<file path="config.mk">
export PLATFORM = sky130hd
export DESIGN_NAME = usb_cmd_frame_parser
export DESIGN_NICKNAME = d
export VERILOG_FILES = /design/src/rtl/usb_cmd_frame_parser.sv
export SDC_FILE = /design/constraint.sdc
export NUM_CORES = 1
export LEC_CHECK = 0
export BUFFER_PORTS_ARGS = -buffer_cell sky130_fd_sc_hd__buf_2
export CAP_MARGIN = 10
export CORE_UTILIZATION = 30
export CTS_CLUSTER_SIZE = 24
export DETAILED_ROUTE_END_ITERATION = 12
export PLACE_DENSITY = 0.43
export SYNTH_ARGS = -nofsm -noshare
export SYNTH_HDL_FRONTEND = slang
export SYNTH_SLANG_ARGS = --single-unit
</file>
<file path="constraint.sdc">
create_clock -name CLK_i -period 3.8 [get_ports CLK_i]
set_clock_uncertainty 0.2 [all_clocks]
set_input_delay 0.57 -clock CLK_i [delete_from_list [all_inputs] [get_ports CLK_i]]
set_output_delay 0.57 -clock CLK_i [all_outputs]
set_load 0.03 [all_outputs]
</file>
<file path="src/rtl/usb_cmd_frame_parser.sv">
// Recovers 2-word register-write frames from the FT60x word stream and queues them (FWFT, valid/ready).
// Command visible one cycle after its trailer word; a push into a full queue without a same-cycle pop is dropped and counted.
module usb_cmd_frame_parser #(
   parameter int          DEPTH   = 4,
   parameter logic [15:0] HEADER  = 16'hA56B,
   parameter logic [15:0] TRAILER = 16'h7CD8,
   parameter int          TIMEOUT = 1024
) (
   input  logic        CLK_i,
   input  logic        Rstn_i,
   input  logic [31:0] rx_data_i,
   input  logic [3:0]  rx_be_i,
   input  logic        rx_valid_i,
   output logic        cmd_valid_o,
   input  logic        cmd_ready_i,
   output logic [15:0] cmd_addr_o,
   output logic [15:0] cmd_data_o,
   output logic [15:0] frame_cnt_o,
   output logic [7:0]  err_cnt_o,
   output logic [7:0]  ovf_cnt_o
);

   localparam int AW = (DEPTH > 1) ? $clog2(DEPTH) : 1;

   typedef enum logic {HUNT, W1} state_t;

   state_t      state;
   logic [15:0] tmo_cnt;
   logic [15:0] addr_lat;
   logic        push;
   logic [15:0] push_addr;
   logic [15:0] push_data;

   logic [15:0] mem_addr [DEPTH];
   logic [15:0] mem_data [DEPTH];
   logic [AW-1:0] wr_ptr;
   logic [AW-1:0] rd_ptr;
   logic [AW:0]   count;

   logic        word_good;
   logic [15:0] field_lo;
   logic [15:0] field_hi;
   logic        pop;
   logic        full;
   logic        accept;

   // Wire bytes arrive little-endian; each 16-bit field is byte-swapped.
   assign field_lo  = {rx_data_i[7:0],   rx_data_i[15:8]};
   assign field_hi  = {rx_data_i[23:16], rx_data_i[31:24]};
   assign word_good = (rx_be_i == 4'hF);

   assign cmd_valid_o = (count != '0);
   assign cmd_addr_o  = mem_addr[rd_ptr];
   assign cmd_data_o  = mem_data[rd_ptr];

   assign pop    = cmd_valid_o & cmd_ready_i;
   assign full   = (count == (AW+1)'(DEPTH));
   assign accept = push & (~full | pop);

   function automatic logic [7:0] sat_inc(input logic [7:0] v);
      return (v == 8'hFF) ? v : v + 8'd1;
   endfunction

   always_ff @(posedge CLK_i or negedge Rstn_i) begin
      if (!Rstn_i) begin
         state     <= HUNT;
         tmo_cnt   <= '0;
         addr_lat  <= '0;
         push      <= 1'b0;
         push_addr <= '0;
         push_data <= '0;
         err_cnt_o <= '0;
      end else begin
         push <= 1'b0;
         case (state)
            HUNT: begin
               if (rx_valid_i && word_good && field_lo == HEADER) begin
                  addr_lat <= field_hi;
                  tmo_cnt  <= '0;
                  state    <= W1;
               end
            end
            W1: begin
               if (rx_valid_i) begin
                  if (word_good && field_hi == TRAILER) begin
                     push      <= 1'b1;
                     push_addr <= addr_lat;
                     push_data <= field_lo;
                  end else begin
                     err_cnt_o <= sat_inc(err_cnt_o);
                  end
                  state <= HUNT;
               end else if (tmo_cnt == 16'(TIMEOUT - 1)) begin
                  // This idle cycle is the TIMEOUT-th one since the header.
                  err_cnt_o <= sat_inc(err_cnt_o);
                  state     <= HUNT;
               end else begin
                  tmo_cnt <= tmo_cnt + 16'd1;
               end
            end
            default: state <= HUNT;
         endcase
      end
   end

   always_ff @(posedge CLK_i or negedge Rstn_i) begin
      if (!Rstn_i) begin
         for (int i = 0; i < DEPTH; i++) begin
            mem_addr[i] <= '0;
            mem_data[i] <= '0;
         end
         wr_ptr      <= '0;
         rd_ptr      <= '0;
         count       <= '0;
         frame_cnt_o <= '0;
         ovf_cnt_o   <= '0;
      end else begin
         if (pop)
            rd_ptr <= rd_ptr + 1'b1;
         if (push) begin
            if (accept) begin
               mem_addr[wr_ptr] <= push_addr;
               mem_data[wr_ptr] <= push_data;
               wr_ptr           <= wr_ptr + 1'b1;
               frame_cnt_o      <= frame_cnt_o + 16'd1;
            end else begin
               ovf_cnt_o <= sat_inc(ovf_cnt_o);
            end
         end
         case ({accept, pop})
            2'b10:   count <= count + (AW+1)'(1);
            2'b01:   count <= count - (AW+1)'(1);
            default: count <= count;
         endcase
      end
   end

endmodule

</file>
==> impl_metrics.ini, run 1 <==
[worst_setup_path]
critPathKind = register to output pin
cp-start-kind = register
slowest_delay_ps = 780
cp.arrival_ps = 2390
required_ps = 3030
setup.worst_path.end_class = output pin
crit_chain = buf_12 > mux4_2 > buf_2
critPathBufInv = 2
slowest_stage = dfrtp_2
crit_family = flip-flops
critPathMaxFanout = 18

[grt]
grt_max_degree = 83
overflow = 0
antenna_found_initial = 0
grt_pass1_vias = 6403
grt_pass1_wl_microns = 37800
grt_usage = 0.137

[synth]
ys_types = 53
synth_seq_cells = 233
async_reset_ff_frac = 1.00
synth_warnings = 0
synth_seq_area_share = 0.572
syn_area_per_cell_sq_um = 14.1
syn_area_sq_mm = 0.0102
synth_ff_type = dfrtp_1
syn-instance-count = 725
syn-num-nets = 775
synth_edf_count = 0

[floorplanning]
dieArea_sq_mm = 0.0347
core-area_sq_mm = 0.0335
fp.dieH_microns = 186
die_w_microns = 186
rows = 67
initial_core_util = 0.304
io_pins = 105

[timing]
tns_ps = 0
report.final.slew_viol_count = 0
timing.fmax_mhz = 317
hold_viol = 0
tightestPinTransition_ps = 699
final_period_minus_worst_setup_slack_ps = 3160
relSlewSlack = 0.528
rsz0062_at_grt = no
setup_viol = 0
period_share = 0.830

[placement]
gp_congestion = 0.709
post-place-cells = 1258
dp_hpwl_microns = 14500
io_buffers = 104

[power]
p_leak_nw = 6.21
peakVddDrop_mv = 0.411
power_per_cell_area_mw_per_mm2 = 465

[clock_network]
cts_max_level = 1
clock_latency_ps = 530
cts_root_buf = clkbuf_16
max-clock-path-buffers = 3
path_clk_slew_ps = 60
clock_sinks = 233
post_cts_resized = 0
cts_made_buffers = 28
cts_tree = done

[detailed_routing]
detail-route-antenna-nets = 0
dr.first_iter.drc_count = 188
drc = 0
viasPerCell = 4.69
firstDrtPassIters = 6
vias = 6122
wl_per_cell_microns = 17.7
wl_microns = 23100

[cells_and_area]
final_cell_mix = dfrtp_1 (232), mux2_2 (162), buf_2 (103)
layout_commonest_cell = dfrtp_1
diodes = 0
drive_above_1_share = 0.426
final_net_count = 891
layoutNonFillerInstCount = 1305
area_growth_pct = 19.8

[outcome]
status = complete, no violations

[job]
drv_cap = 0

[worst_hold_path]
hold_class = input port to register
==> Yosys cell counts, types with 2 or more instances <==
| library cell | number | area share |
|---|---|---|
| dfrtp_1 | 233 | 0.57 |
| mux2_2 | 162 | 0.18 |
| nand2_1 | 89 | 0.033 |
| mux4_2 | 32 | 0.071 |
| xnor2_1 | 23 | 0.020 |
| nand3_1 | 18 | 0.0088 |
| buf_4 | 16 | 0.012 |
| nor2_1 | 12 | 0.0044 |
| xor2_1 | 12 | 0.010 |
| inv_1 | 11 | 0.0040 |
| nand4_1 | 10 | 0.0061 |
| and3_1 | 9 | 0.0055 |
| ha_1 | 9 | 0.011 |
| buf_2 | 8 | 0.0039 |
| clkbuf_1 | 8 | 0.0029 |
| a31oi_1 | 7 | 0.0043 |
| o21ai_0 | 6 | 0.0029 |
| a21o_1 | 5 | 0.0037 |
| a22o_1 | 5 | 0.0043 |
| nor3_1 | 5 | 0.0025 |
| a22oi_1 | 3 | 0.0022 |
| and2_1 | 3 | 0.0018 |
| and4_1 | 3 | 0.0026 |
| a21oi_1 | 2 | 0.00098 |
| and4bb_2 | 2 | 0.0025 |
| mux2i_1 | 2 | 0.0020 |
| nor2_2 | 2 | 0.0012 |
| o22ai_1 | 2 | 0.0012 |
| or3_1 | 2 | 0.0012 |
==> final timing paths <==
kind | start | slack (ps) | cells past startpoint | endpoint
worst max-delay path | rd_ptr[0]$_DFFE_PN0P_ | 640 | 3 | cmd_data_o[14]
worst min-delay path | rx_data_i[27] | 60 | 3 | addr_lat[3]$_DFFE_PN0P_
worst max register to register | count[0]$_DFFE_PN0P_ | 950 | 9 | count[2]$_DFFE_PN0P_
worst min register to register | addr_lat[4]$_DFFE_PN0P_ | 260 | 2 | addr_lat[4]$_DFFE_PN0P_
max in group asynchronous | Rstn_i | 2140 | 3 | addr_lat[9]$_DFFE_PN0P_
min in group asynchronous | Rstn_i | 440 | 2 | mem_data[41]$_DFFE_PN0P_
==> metal layers <==
layer	vias up	part of all wire	global-route usage
li1	2843	-	-
met1	3145	0.49	0.199
met2	99	0.45	0.213
met3	35	0.034	0.0229
met4	0	0.021	0.0343
met5	-	0	0
==> sequential cells by signal, summed over array words and instances, names as in the netlist <==
name         flops
addr_lat        16
count            3
err_cnt_o        8
frame_cnt_o     16
mem_addr        64
mem_data        64
ovf_cnt_o        8
push             1
push_addr       16
push_data       16
rd_ptr           2
state            1
tmo_cnt         16
wr_ptr           2
==> tightest hold or removal path, cell delays in order <==
cell and delay (ps):
buf_2 80, nand2_1 40, nand2_1 50
==> per-stage QoR <==
step	worst slack, ps	power, mW	util	hold WS [ps]	area (sq um)
4_1_cts	529	5.81	0.364	28.2	12200
3_5_place_dp	710	3.16	0.337	252	11300
3_3_place_gp	737	3.16	0.337	246	11300
2_1_floorplan	1020	2.94	-	74.4	10200
5_1_grt	468	5.96	0.364	34.3	12200
6_report	644	5.69	0.364	55.1	12200
==> final cells by class <==
cell class	instances	area (sq um)
well taps	448	561
clock buffers	44	862
repair buffers	119	746
multi-input cells	447	4140
fillers	3316	21300
flip-flops and latches	233	5830
inverters	12	45.0
clock inverters	2	35.0
==> repair_timing <==
| item | in CTS | in global routing |
|---|---|---|
| hold buffers | 1 | 0 |
| setup buffers | 0 | 0 |
| endpoints found under the hold margin | 78 | 0 |
==> where the power goes <==
group	switching (mW)	internal [mW]
clock	1.00	1.60
combinational	0.277	0.224
sequential	0.0739	2.51
==> logic make-up after synthesis <==
logic type      synth area share
compound gates            0.0263
xor+xnor                  0.0301
fa+ha+maj                 0.0130
buf+inv                   0.0242
flops                      0.572
mux                        0.253
simple gates              0.0823
(Power assumes the default switching activity.)
==> run 2: changes to the inputs <==
==> constraint.sdc (replaced) <==
create_clock -name CLK_i -period 3 [get_ports CLK_i]
set_clock_uncertainty 0.2 [all_clocks]
set_input_delay 0.45 -clock CLK_i [delete_from_list [all_inputs] [get_ports CLK_i]]
set_output_delay 0.45 -clock CLK_i [all_outputs]
set_load 0.03 [all_outputs]
==> impl_metrics.ini, run 2 (same netlist as run 1, synthesis figures left out) <==
[outcome]
status = complete, no violations

[grt]
grt_max_degree = 80
grt_usage = 0.140
overflow = 0
grt_pass1_wl_microns = 38600
grt_pass1_vias = 6650
antenna_found_initial = 0

[worst_setup_path]
crit_end = cmd_addr_o[15]
setup.worst_path.end_class = output pin
cp.arrival_ps = 2130
critPathKind = register to output pin
reg2regPathDepth = 7
cp-start-kind = register
required_ps = 2350
reg2reg_to = tmo_cnt[3]$_DFFE_PN0P_
crit_path_start = rd_ptr[0]$_DFFE_PN0P_
rr_startpoint = tmo_cnt[0]$_DFFE_PN0P_
critPathMaxFanout = 17
rrSetupSlack_ps = 430

[placement]
dp_hpwl_microns = 14900
place_area_sq_mm = 0.0114
post-place-cells = 1269
io_buffers = 104
place_ws_ps = 347
gp_congestion = 0.691

[cells_and_area]
final_util = 0.377
final_cell_mix = dfrtp_1 (232), mux2_2 (162), buf_2 (103)
reg_top3 = mem_addr (64), mem_data (64)
final_net_count = 931
area_growth_pct = 23.8
layoutNonFillerInstCount = 1349
diodes = 0
nFillCells = 3281
layout_commonest_cell = dfrtp_1
drive_above_1_share = 0.423
fin_area_sq_mm = 0.0126

[power]
power_per_cell_area_mw_per_mm2 = 567
p_int_mw = 5.42
clkPwrFrac = 0.443
p_leak_nw = 6.40
power.switching_mw = 1.74
total_power_mw = 7.15
switching_share = 0.243
power_frac_seq = 0.453
p_comb_frac = 0.104
peakVddDrop_mv = 0.394

[timing]
tns_ps = 0
timing.fmax_mhz = 360
tightestPinTransition_ps = 772
relSlewSlack = 0.486
holdWs_ps = 34.6
final_period_minus_worst_setup_slack_ps = 2780
report.final.slew_viol_count = 0
rsz0062_at_grt = no
hold_viol = 0
fin_ws_ps = 221
setup_viol = 0
period_share = 0.926

[clock_network]
path_clk_slew_ps = 60
cts_max_level = 1
post_cts_resized = 0
clock_sinks = 233
cts_tree = done
clock_latency_ps = 530
cts_made_buffers = 27
max-clock-path-buffers = 3
cts_root_buf = clkbuf_16

[detailed_routing]
vias = 6255
wl_microns = 23400
wl_per_cell_microns = 17.3
dr.first_iter.drc_count = 194
viasPerCell = 4.64
detail-route-antenna-nets = 0
drc = 0
firstDrtPassIters = 4

[job]
drv_cap = 0

[worst_hold_path]
hold_class = input port to register

[floorplanning]
rows = 67
die_w_microns = 186
initial_core_util = 0.304
fp.dieH_microns = 186
dieArea_sq_mm = 0.0347
io_pins = 105
core-area_sq_mm = 0.0335
-- run 2: cell types whose count changed in the layout (fill, tap and decap cells not counted), sizes merged --
| cell | delta |
|---|---|
| bufinv | -1 |
| buf | +11 |
| inv | +1 |
| clkbuf | -2 |
| dlygate4sd3 | +30 |
| clkinv | +5 |
-- run 2: routing by layer --
metal	global-route usage	wire (microns)
met2	0.226	10900
met4	0.0321	452
met3	0.0231	751
met5	0	0
met1	0.196	11300
-- run 2: worst max-delay path, stage by stage, from the launching register on --
cell,delay [ps]
dfrtp_2,560
buf_12,240
mux4_2,570
buf_2,210
-- run 2: worst min path at each step --
| stage | from | to | slack (ps) | cells past startpoint |
|---|---|---|---|---|
| floorplan | Rstn_i | addr_lat[0]$_DFFE_PN0P_ | -50 | 0 |
| global placement | addr_lat[5]$_DFFE_PN0P_ | addr_lat[5]$_DFFE_PN0P_ | 250 | 2 |
| detailed placement | addr_lat[5]$_DFFE_PN0P_ | addr_lat[5]$_DFFE_PN0P_ | 260 | 2 |
| CTS | rx_data_i[7] | push_data[15]$_DFFE_PN0P_ | 6 | 2 |
| global route | rx_data_i[7] | push_data[15]$_DFFE_PN0P_ | 6 | 2 |
| finish | rx_data_i[7] | push_data[15]$_DFFE_PN0P_ | 30 | 2 |
-- run 2: power groups by stage --
stage          Combinational, mW  Sequential [mW]  Clock, mW
4_1_cts                    0.775             3.25       3.32
2_1_floorplan              0.465             3.25          0
3_3_place_gp               0.744             3.30          0
5_1_grt                    0.821             3.25       3.44
6_report                   0.744             3.24       3.17
3_5_place_dp               0.745             3.30          0
-- run 2: area by class of cell --
| cell class | count | area (sq um) | area share |
|---|---|---|---|
| inverters | 12 | 45.0 | 0.00357 |
| repair buffers | 160 | 1180 | 0.0934 |
| flip-flops and latches | 233 | 5830 | 0.462 |
| well taps | 448 | 561 | 0.0444 |
| clock buffers | 42 | 832 | 0.0659 |
| multi-input cells | 447 | 4140 | 0.328 |
| clock inverters | 7 | 38.8 | 0.00307 |
-- run 2: what timing repair did --
item	in CTS	in global routing
hold buffers	31	0
hold endpoints to repair	104	0
buffers inserted	0	0
